### src/rtl/parser_sequencer_pkg.sv
// Shared widths, sequencer state encoding and the header-table write bundle.
// Latency: n/a. Backpressure: n/a.
package parser_sequencer_pkg;
    localparam int SQ_FIFO_DEPTH = 4;
    localparam int ADDR_W        = 32;
    localparam int DATA_W        = 32;
    localparam int NUM_HDRS      = 2;
    localparam int NT_SIZE       = 2;

    typedef enum logic [2:0] {
        SQ_IDLE  = 3'd0,
        SQ_CFG   = 3'd1,
        SQ_ISSUE = 3'd2,
        SQ_WAIT  = 3'd3,
        SQ_DROP  = 3'd4
    } sq_state_e;

    typedef struct packed {
        logic [DATA_W-1:0]         hdr_id;
        logic [DATA_W-1:0]         hdr_len;
        logic [DATA_W-1:0]         tag_start;
        logic [DATA_W-1:0]         tag_len;
        logic [DATA_W*NT_SIZE-1:0] next_table;
    } cfg_t;
endpackage

### src/rtl/parser_sequencer_fifo.sv
// Generic synchronous FIFO (pointer + count), head is a direct read of storage.
// Latency: 1 cycle push-to-head. Backpressure: push_rdy low while full, push+pop on full is never attempted.
module parser_sequencer_fifo #(
    parameter int WIDTH = 32,
    parameter int DEPTH = 4
) (
    input  logic             clk,
    input  logic             rst,
    input  logic             push_vld,
    input  logic [WIDTH-1:0] push_dat,
    output logic             push_rdy,
    input  logic             pop,
    output logic [WIDTH-1:0] head_dat,
    output logic             empty
);
    localparam int PTR_W = $clog2(DEPTH);
    localparam logic [PTR_W:0] FULL_CNT = (PTR_W+1)'(DEPTH);

    logic [WIDTH-1:0] mem_q [DEPTH];
    logic [PTR_W-1:0] wr_ptr_q, wr_ptr_d, rd_ptr_q, rd_ptr_d;
    logic [PTR_W:0]   count_q, count_d;
    logic             do_push, do_pop;

    always_comb begin
        push_rdy = (count_q != FULL_CNT);
        empty    = (count_q == '0);
        head_dat = mem_q[rd_ptr_q];
        do_push  = push_vld && push_rdy;
        do_pop   = pop && !empty;
        wr_ptr_d = do_push ? wr_ptr_q + PTR_W'(1) : wr_ptr_q;
        rd_ptr_d = do_pop  ? rd_ptr_q + PTR_W'(1) : rd_ptr_q;
        count_d  = count_q;
        if (do_push && !do_pop) begin
            count_d = count_q + (PTR_W+1)'(1);
        end else if (do_pop && !do_push) begin
            count_d = count_q - (PTR_W+1)'(1);
        end
    end

    always_ff @(posedge clk or negedge rst) begin
        if (!rst) begin
            wr_ptr_q <= '0;
            rd_ptr_q <= '0;
            count_q  <= '0;
        end else begin
            wr_ptr_q <= wr_ptr_d;
            rd_ptr_q <= rd_ptr_d;
            count_q  <= count_d;
        end
    end

    // Storage is not reset; count gates every read of it.
    always_ff @(posedge clk) begin
        if (do_push) begin
            mem_q[wr_ptr_q] <= push_dat;
        end
    end
endmodule

### src/rtl/parser_sequencer.sv
// Queues packet addresses, runs the parser start/ready handshake and slots header-table writes into idle gaps.
// Latency: 3 + parser cycles from issue to out_valid_o; 1 cycle cfg accept to mod pulse.
// Backpressure: pkt_ready_o low when queue full; no issue while a result is unaccepted; cfg_ready_o only in IDLE.
module parser_sequencer
    import parser_sequencer_pkg::*;
#(
    parameter int FIFO_DEPTH = SQ_FIFO_DEPTH
) (
    input  logic                       clk,
    input  logic                       rst,
    input  logic                       pkt_valid_i,
    input  logic [ADDR_W-1:0]          pkt_addr_i,
    output logic                       pkt_ready_o,
    input  logic                       cfg_valid_i,
    input  logic [DATA_W-1:0]          cfg_hdr_id_i,
    input  logic [DATA_W-1:0]          cfg_hdr_len_i,
    input  logic [DATA_W-1:0]          cfg_tag_start_i,
    input  logic [DATA_W-1:0]          cfg_tag_len_i,
    input  logic [DATA_W*NT_SIZE-1:0]  cfg_next_table_i,
    output logic                       cfg_ready_o,
    output logic                       ps_start_o,
    output logic [ADDR_W-1:0]          ps_pkt_addr_o,
    input  logic                       ps_ready_i,
    input  logic [DATA_W*NUM_HDRS-1:0] ps_hdrs_i,
    output logic                       ps_mod_start_o,
    output logic [DATA_W-1:0]          ps_mod_hdr_id_o,
    output logic [DATA_W-1:0]          ps_mod_hdr_len_o,
    output logic [DATA_W-1:0]          ps_mod_tag_start_o,
    output logic [DATA_W-1:0]          ps_mod_tag_len_o,
    output logic [DATA_W*NT_SIZE-1:0]  ps_mod_next_table_o,
    output logic                       out_valid_o,
    input  logic                       out_ready_i,
    output logic [ADDR_W-1:0]          out_pkt_addr_o,
    output logic [DATA_W*NUM_HDRS-1:0] out_hdrs_o,
    output logic [DATA_W-1:0]          pkt_cnt_o
);
    sq_state_e                 state_q, state_d;
    logic                      ps_start_q, ps_start_d;
    logic                      ps_mod_start_q, ps_mod_start_d;
    logic [ADDR_W-1:0]         ps_pkt_addr_q, ps_pkt_addr_d;
    cfg_t                      cfg_q, cfg_d;
    logic                      out_valid_q, out_valid_d;
    logic [ADDR_W-1:0]         out_pkt_addr_q, out_pkt_addr_d;
    logic [DATA_W*NUM_HDRS-1:0] out_hdrs_q, out_hdrs_d;
    logic [DATA_W-1:0]         pkt_cnt_q, pkt_cnt_d;
    logic                      fifo_pop, fifo_empty;
    logic [ADDR_W-1:0]         fifo_head;

    parser_sequencer_fifo #(
        .WIDTH (ADDR_W),
        .DEPTH (FIFO_DEPTH)
    ) u_fifo (
        .clk      (clk),
        .rst      (rst),
        .push_vld (pkt_valid_i),
        .push_dat (pkt_addr_i),
        .push_rdy (pkt_ready_o),
        .pop      (fifo_pop),
        .head_dat (fifo_head),
        .empty    (fifo_empty)
    );

    always_comb begin
        state_d        = state_q;
        ps_start_d     = ps_start_q;
        ps_mod_start_d = ps_mod_start_q;
        ps_pkt_addr_d  = ps_pkt_addr_q;
        cfg_d          = cfg_q;
        out_valid_d    = out_valid_q;
        out_pkt_addr_d = out_pkt_addr_q;
        out_hdrs_d     = out_hdrs_q;
        pkt_cnt_d      = pkt_cnt_q;
        cfg_ready_o    = 1'b0;
        fifo_pop       = 1'b0;

        if (out_valid_q && out_ready_i) begin
            out_valid_d = 1'b0;
        end

        case (state_q)
            SQ_IDLE: begin
                // Config writes win so table updates never starve behind traffic.
                if (cfg_valid_i) begin
                    cfg_ready_o    = 1'b1;
                    cfg_d          = '{cfg_hdr_id_i, cfg_hdr_len_i, cfg_tag_start_i,
                                       cfg_tag_len_i, cfg_next_table_i};
                    ps_mod_start_d = 1'b1;
                    state_d        = SQ_CFG;
                end else if (!fifo_empty && !out_valid_q) begin
                    ps_start_d    = 1'b1;
                    ps_pkt_addr_d = fifo_head;
                    fifo_pop      = 1'b1;
                    state_d       = SQ_ISSUE;
                end
            end
            SQ_CFG: begin
                ps_mod_start_d = 1'b0;
                state_d        = SQ_IDLE;
            end
            // ps_ready_i may still be high from the previous packet here.
            SQ_ISSUE: state_d = SQ_WAIT;
            SQ_WAIT: begin
                if (ps_ready_i) begin
                    out_hdrs_d     = ps_hdrs_i;
                    out_pkt_addr_d = ps_pkt_addr_q;
                    ps_start_d     = 1'b0;
                    state_d        = SQ_DROP;
                end
            end
            SQ_DROP: begin
                out_valid_d = 1'b1;
                pkt_cnt_d   = pkt_cnt_q + DATA_W'(1);
                state_d     = SQ_IDLE;
            end
            default: begin
                ps_start_d     = 1'b0;
                ps_mod_start_d = 1'b0;
                state_d        = SQ_IDLE;
            end
        endcase
    end

    always_ff @(posedge clk or negedge rst) begin
        if (!rst) begin
            state_q        <= SQ_IDLE;
            ps_start_q     <= 1'b0;
            ps_mod_start_q <= 1'b0;
            ps_pkt_addr_q  <= '0;
            cfg_q          <= '0;
            out_valid_q    <= 1'b0;
            out_pkt_addr_q <= '0;
            out_hdrs_q     <= '0;
            pkt_cnt_q      <= '0;
        end else begin
            state_q        <= state_d;
            ps_start_q     <= ps_start_d;
            ps_mod_start_q <= ps_mod_start_d;
            ps_pkt_addr_q  <= ps_pkt_addr_d;
            cfg_q          <= cfg_d;
            out_valid_q    <= out_valid_d;
            out_pkt_addr_q <= out_pkt_addr_d;
            out_hdrs_q     <= out_hdrs_d;
            pkt_cnt_q      <= pkt_cnt_d;
        end
    end

    assign ps_start_o          = ps_start_q;
    assign ps_mod_start_o      = ps_mod_start_q;
    assign ps_pkt_addr_o       = ps_pkt_addr_q;
    assign ps_mod_hdr_id_o     = cfg_q.hdr_id;
    assign ps_mod_hdr_len_o    = cfg_q.hdr_len;
    assign ps_mod_tag_start_o  = cfg_q.tag_start;
    assign ps_mod_tag_len_o    = cfg_q.tag_len;
    assign ps_mod_next_table_o = cfg_q.next_table;
    assign out_valid_o         = out_valid_q;
    assign out_pkt_addr_o      = out_pkt_addr_q;
    assign out_hdrs_o          = out_hdrs_q;
    assign pkt_cnt_o           = pkt_cnt_q;
endmodule
### config.mk
export PLATFORM = sky130hd
export DESIGN_NAME = parser_sequencer
export DESIGN_NICKNAME = d
export VERILOG_FILES = /design/src/rtl/parser_sequencer_pkg.sv /design/src/rtl/parser_sequencer_fifo.sv /design/src/rtl/parser_sequencer.sv
export SDC_FILE = /design/constraint.sdc
export NUM_CORES = 1
export LEC_CHECK = 0
export CAP_MARGIN = 20
export CORE_AREA = 2 2 252 254
export CTS_BUF_LIST = sky130_fd_sc_hd__clkbuf_8
export CTS_CLUSTER_SIZE = 8
export DETAILED_ROUTE_END_ITERATION = 6
export DIE_AREA = 0 0 254 256
export MAX_ROUTING_LAYER = met4
export PLACE_DENSITY = 0.65
export SETUP_SLACK_MARGIN = 0.02
export SLEW_MARGIN = 20
export SYNTH_ARGS = -nofsm -noshare
export SYNTH_HDL_FRONTEND = slang
export SYNTH_SLANG_ARGS = --single-unit
### constraint.sdc
create_clock -name clk -period 2.2 [get_ports clk]
set_input_delay 0.55 -clock clk [delete_from_list [all_inputs] [get_ports clk]]
set_output_delay 0.55 -clock clk [all_outputs]
set_load 0.01 [all_outputs]
==> results.json, run 1 <==
{
  "status": "finished clean",
  "overflow": 0,
  "vias_per_cell": 4.40,
  "antenna_left": 0,
  "synth.net_count": 1342,
  "layout_setup_ws_ns": 0.0456,
  "worstPathMaxFanout": 2,
  "drc_errors": 0,
  "clk_path_buf_depth": 3,
  "track_usage_pct": 18.1,
  "crit_required_ns": 1.65,
  "rsz0062_at_grt": "yes",
  "hold_path_class": "primary input to asynchronous set/reset pin",
  "cts-root-buf": "clkbuf_8",
  "cp.arrival_ns": 1.60,
  "dp_hpwl_mm": 43.3,
  "synth-edff-count": 128,
  "grt_pass1_wl_mm": 84.8,
  "ys_types": 39,
  "tightest_slew_ns": 0.547,
  "syn_area_per_cell_sq_um": 17.8,
  "dominantRegCellSynth": "dfrtp_1",
  "fp.dieW_um": 254,
  "htree_levels": 3,
  "finalInstanceArea_sq_um": 28200,
  "cts_buffers": 84,
  "period_share_pct": 97.9,
  "slowest_delay_ns": 0.41,
  "critical_path.cell_chain": "nor3_4, and2_4, buf_6",
  "slowest_stage": "dfrtp_1",
  "criticalPathCategory": "flop to output pin",
  "crit_path_start_kind": "flop",
  "synth_async_sr_flop_share_pct": 74.0,
  "min_period_ns": 2.15,
  "boundaryPins": 651,
  "hold_viol_final": 0,
  "max-vdd-ir-drop_mv": 0.737,
  "drive_gt1_share_pct": 29.7,
  "clkSinkCount": 493,
  "globalplace.congestion": 0.837,
  "drtPass1Iterations": 4,
  "power_density_nw_per_um2": 1350,
  "slew_viol_final": 0,
  "setup_viol": 0,
  "end_kind": "output pin",
  "slew_headroom_pct": 63.2,
  "wl_per_cell_um": 21.1,
  "clk_latency_ns": 0.66,
  "rows": 92,
  "finClkSkew_ns": 0.0436,
  "cts_tree": "yes",
  "netlist_instances": 1041,
  "synth_seq_area_share_pct": 69.9,
  "die-area_sq_um": 65000,
  "critPathBufInv": 1,
  "syn_area_sq_um": 18600,
  "wl_met3_mm": 4.85,
  "ys_warn_count": 0,
  "met2WireLength_mm": 29.2,
  "area_growth_pct": 51.9,
  "dpl_cell_area_sq_um": 26700,
  "initialDrtViolationCount": 520,
  "fmax_ghz": 0.464,
  "hold_ws_ns": 0.440,
  "tns_ns": 0,
  "final_common_cell": "clkdlybuf4s50_1",
  "clk_pin_slew_ns": 0.06,
  "antenna_found_initial": 17,
  "totalWireLength_mm": 57.7,
  "grt_pass1_vias": 13300,
  "maxCapViolCount": 0,
  "die_h_um": 256,
  "crit_family": "simple AND/OR/NAND/NOR gates",
  "io_buffers": 650,
  "start_util_pct": 29.8,
  "power_leakage_nw": 12.0,
  "ys_ff_latch": 493,
  "ff2ff_setup_slack_ns": 0.09,
  "top_layer": "met4",
  "fin_nets": 2106,
  "grt_max_degree": 70,
  "layout_common_cells": "clkdlybuf4s50_1, dfrtp_1, mux2_2, dlygate4sd2_1, edfxtp_1",
  "pre_cts_slack_ns": -0.295,
  "vias": 12000,
  "wl_met1_mm": 21.7,
  "core_sq_um": 62400
}
## flip-flops by register name, indices dropped and copies added (netlist names)
signal               count
ps_start_o               1
ps_mod_next_table_o     64
u_fifo.count_q           3
u_fifo.wr_ptr_q          2
ps_mod_hdr_id_o         32
u_fifo.mem_q           128
out_valid_o              1
pkt_cnt_o               32
ps_mod_tag_len_o        32
ps_pkt_addr_o           32
ps_mod_tag_start_o      32
ps_mod_hdr_len_o        32
u_fifo.rd_ptr_q          2
ps_mod_start_o           1
out_pkt_addr_o          32
out_hdrs_o              64
state_q                  3
## timing repair
item	in CTS	in global routing
pin swaps	3	5
gates resized for setup	234	18
hold buffers	1	0
endpoints found under the setup margin	222	15
hold endpoints to repair	29	0
buffers inserted	3	3
## report_power, final
group	switching [W]	internal, W
registers	0.00195	0.0131
logic	0.00646	0.00863
clock network	0.00373	0.00431
## final timing paths
path | end | cells past startpoint | start
max | cfg_ready_o | 3 | state_q[0]
min | out_pkt_addr_o[24] | 2 | rst
max reg2reg | u_fifo.count_q[2] | 9 | u_fifo.count_q[0]
min reg2reg | pkt_cnt_o[31] | 1 | pkt_cnt_o[31]
max in group asynchronous | ps_mod_hdr_id_o[20] | 3 | rst
min in group clk | pkt_cnt_o[31] | 1 | pkt_cnt_o[31]
## stage by stage
step / utilization [%] / total power [W] / instances
3_5_place_dp: 42.7 / 0.0318 / 2558
5_1_grt: 45.2 / 0.0404 / 2733
2_1_floorplan: - / 0.0220 / 1041
6_report: 45.2 / 0.0382 / 2735
4_1_cts: 45.0 / 0.0389 / 2714
3_3_place_gp: 42.7 / 0.0314 / 2558
## layer usage
layer	global-route usage (%)	up-vias
met5	-	-
met4	7.40	0
met3	6.43	116
met2	30.4	479
met1	19.2	6046
li1	-	5392
## cells in the mapped netlist, types with 11 or more instances
cell type	instances	share of area, %
buf_2	23	0.62
nand4_1	12	0.40
xor2_1	12	0.57
mux4_2	32	3.9
nand2_1	20	0.40
edfxtp_1	128	21
buf_4	11	0.44
dfrtp_1	365	49
xnor2_1	25	1.2
nand3_1	12	0.32
mux2_2	314	19
## area by class of cell
type                       count  area (sq um)
clock inverter                50           244
tap                          846          1060
multi-input combinational    493          5380
clock buffer                 102          1400
antenna                       18          45.0
timing repair buffer         724          7060
inverter                       9          33.8
fill                        5674         34200
sequential                   493         13000
## cell families (layout without fill, tap and decap cells)
| family | count (synthesis) | in the layout | synth area share (%) |
|---|---|---|---|
| flops | 493 | 493 | 69.9 |
| mux | 355 | 355 | 23.5 |
| simple gates | 86 | 86 | 2.61 |
| buf+inv | 55 | 885 | 1.53 |
| xor+xnor | 37 | 37 | 1.74 |
| compound gates | 8 | 8 | 0.276 |
| fa+ha+maj | 7 | 7 | 0.512 |
| other cells | 0 | 18 | 0 |
No activity file was read; power rests on OpenSTA's default activity.
==> run 2: changes to the inputs <==
--- a/config.mk
+++ b/config.mk
@@ -6,13 +6,16 @@
 export NUM_CORES = 1
 export LEC_CHECK = 0
 export CAP_MARGIN = 20
-export CORE_AREA = 2 2 252 254
+export CELL_PAD_IN_SITES_DETAIL_PLACEMENT = 0
+export CELL_PAD_IN_SITES_GLOBAL_PLACEMENT = 2
+export CORE_AREA = 2 2 257 259
 export CTS_BUF_LIST = sky130_fd_sc_hd__clkbuf_8
 export CTS_CLUSTER_SIZE = 8
 export DETAILED_ROUTE_END_ITERATION = 6
-export DIE_AREA = 0 0 254 256
+export DIE_AREA = 0 0 259 261
 export MAX_ROUTING_LAYER = met4
-export PLACE_DENSITY = 0.65
+export PLACE_DENSITY = 0.84
+export RECOVER_POWER = 50
 export SETUP_SLACK_MARGIN = 0.02
 export SLEW_MARGIN = 20
 export SYNTH_ARGS = -nofsm -noshare
==> results.json, run 2 (synthesis gave the netlist of run 1 again) <==
{
  "grt_max_degree": 82,
  "fillers": 5968,
  "tightest_slew_ns": 1.15,
  "drtPass1Iterations": 4,
  "clk_pin_slew_ns": 0.07,
  "top_register": "u_fifo.mem_q",
  "rsz0062_at_grt": "yes",
  "finClkSkew_ns": 0.0335,
  "die_h_um": 261,
  "antenna_left": 0,
  "clk_path_buf_depth": 3,
  "crit_path_start_kind": "flop",
  "hold_path_class": "flop to flop",
  "period_share_pct": 97.4,
  "drive_gt1_share_pct": 28.5,
  "r2r_end": "u_fifo.count_q[2]",
  "power_density_nw_per_um2": 1360,
  "slew_viol_final": 0,
  "max-vdd-ir-drop_mv": 0.724,
  "ff2ff_path_depth": 9,
  "slew_headroom_pct": 23.1,
  "cp.arrival_ns": 1.59,
  "vias": 11900,
  "layout_common_cells": "clkdlybuf4s50_1, dfrtp_1, mux2_2, dlygate4sd2_1, edfxtp_1",
  "fin_nets": 2096,
  "overflow": 0,
  "fp.dieW_um": 259,
  "cts-root-buf": "clkbuf_8",
  "globalplace.congestion": 0.871,
  "ff2ff_setup_slack_ns": 0.08,
  "track_usage_pct": 16.3,
  "end_kind": "output pin",
  "hold_path_startpoint": "ps_mod_hdr_id_o[7]",
  "vias_per_cell": 4.35,
  "crit_required_ns": 1.65,
  "hold_viol_final": 0,
  "boundaryPins": 651,
  "htree_levels": 3,
  "maxCapViolCount": 0,
  "finalInstanceArea_sq_um": 28000,
  "power_leakage_nw": 12.0,
  "hold_end": "ps_mod_hdr_id_o[7]",
  "cts_buffers": 85,
  "cts_tree": "yes",
  "worstPathMaxFanout": 2,
  "largest_register_ffs": 128,
  "start_util_pct": 28.6,
  "clkSinkCount": 493,
  "place_inst": 2565,
  "rows": 94,
  "initialDrtViolationCount": 463,
  "core_sq_um": 65000,
  "die-area_sq_um": 67600,
  "min_period_ns": 2.14,
  "hold_path_depth": 1,
  "totalWireLength_mm": 54.9,
  "criticalPathCategory": "flop to output pin",
  "regArea_sq_um": 13000,
  "drc_errors": 0,
  "multi_input_comb_area_sq_um": 5340,
  "final_cells": 2741,
  "antenna_found_initial": 15,
  "clk_latency_ns": 0.65,
  "grt_pass1_wl_mm": 80.3,
  "grt_pass1_vias": 12800,
  "fmax_ghz": 0.467,
  "status": "finished clean",
  "io_buffers": 650,
  "dpl_cell_area_sq_um": 26600,
  "dp_hpwl_mm": 41.0,
  "wl_per_cell_um": 20.0,
  "regToRegStartpoint": "u_fifo.count_q[1]",
  "area_growth_pct": 50.8,
  "setup_viol": 0
}
run 2: cell types whose count changed in the layout (fill, tap and decap cells not counted), moves of 4 or more:
cell,change
and3_1,+4
and3_2,-4
buf_12,-9
buf_4,-29
clkbuf_1,+13
clkbuf_2,+13
clkdlybuf4s50_1,-56
dfrtp_1,-4
dfrtp_2,+4
diode_2,-4
dlygate4sd2_1,+12
dlygate4sd3_1,+32
dlymetal6s2s_1,+12
run 2: metrics by stage:
| stage | power, W | TNS, ns | worst slack, ns | util (%) | hold WS [ns] |
|---|---|---|---|---|---|
| 6_report | 0.0380 | 0 | 0.0575 | 43.1 | 0.478 |
| 5_1_grt | 0.0402 | -0.498 | -0.0684 | 43.1 | 0.433 |
| 4_1_cts | 0.0389 | -0.0623 | -0.0623 | 43.2 | 0.330 |
| 3_5_place_dp | 0.0315 | -29.14 | -0.261 | 40.9 | 0.466 |
| 3_3_place_gp | 0.0311 | -17.49 | -0.295 | 40.9 | 0.461 |
| 2_1_floorplan | 0.0220 | 0 | 0.0383 | - | 0.254 |
run 2: what timing repair did:
| item | CTS | global route |
|---|---|---|
| hold buffers | 1 | 0 |
| pin swaps | 1 | 2 |
| setup endpoints to repair | 234 | 33 |
| hold endpoints to repair | 26 | 0 |
| resized for setup | 247 | 29 |
| buffers inserted | 5 | 1 |
run 2: how the worst max path moves through the flow:
stage,from,endpoint,slack (ns),cells past startpoint
after floorplan,u_fifo.count_q[2],u_fifo.count_q[2],0.04,9
after detailed placement,cfg_valid_i,u_fifo.count_q[2],-0.26,10
after global routing,u_fifo.count_q[1],u_fifo.count_q[2],-0.07,9
after global placement,cfg_valid_i,u_fifo.count_q[2],-0.30,10
final,state_q[0],cfg_ready_o,0.06,3
after CTS,state_q[1],cfg_ready_o,-0.06,3
run 2: cell type report:
type | count | area share, %
antenna | 14 | 0.125
clock buffer | 103 | 5.06
clock inverter | 52 | 1.14
timing repair buffer | 713 | 24.3
multi-input combinational | 493 | 19.1
sequential | 493 | 46.4
inverter | 9 | 0.121
tap | 864 | 3.86
run 2: power by group:
group          internal, W  leakage (nW)  switching (W)
Clock              0.00461          1.00        0.00380
Sequential          0.0131          5.56        0.00199
Combinational      0.00828          5.44        0.00617
run 2: per-layer routing:
metal	share of wire, %	vias to the layer above	wire length [um]	GRT usage, %
li1	-	5374	-	-
met1	39	6069	21400	18.5
met2	51	399	28100	27.0
met3	7.1	90	3910	4.90
met4	2.6	0	1430	6.44
met5	0	-	0	-
run 2: critical path, cell delays in order, from the launching register on:
cell,delay [ns]
dfrtp_1,0.41
nor3_4,0.23
and2_4,0.19
buf_6,0.11
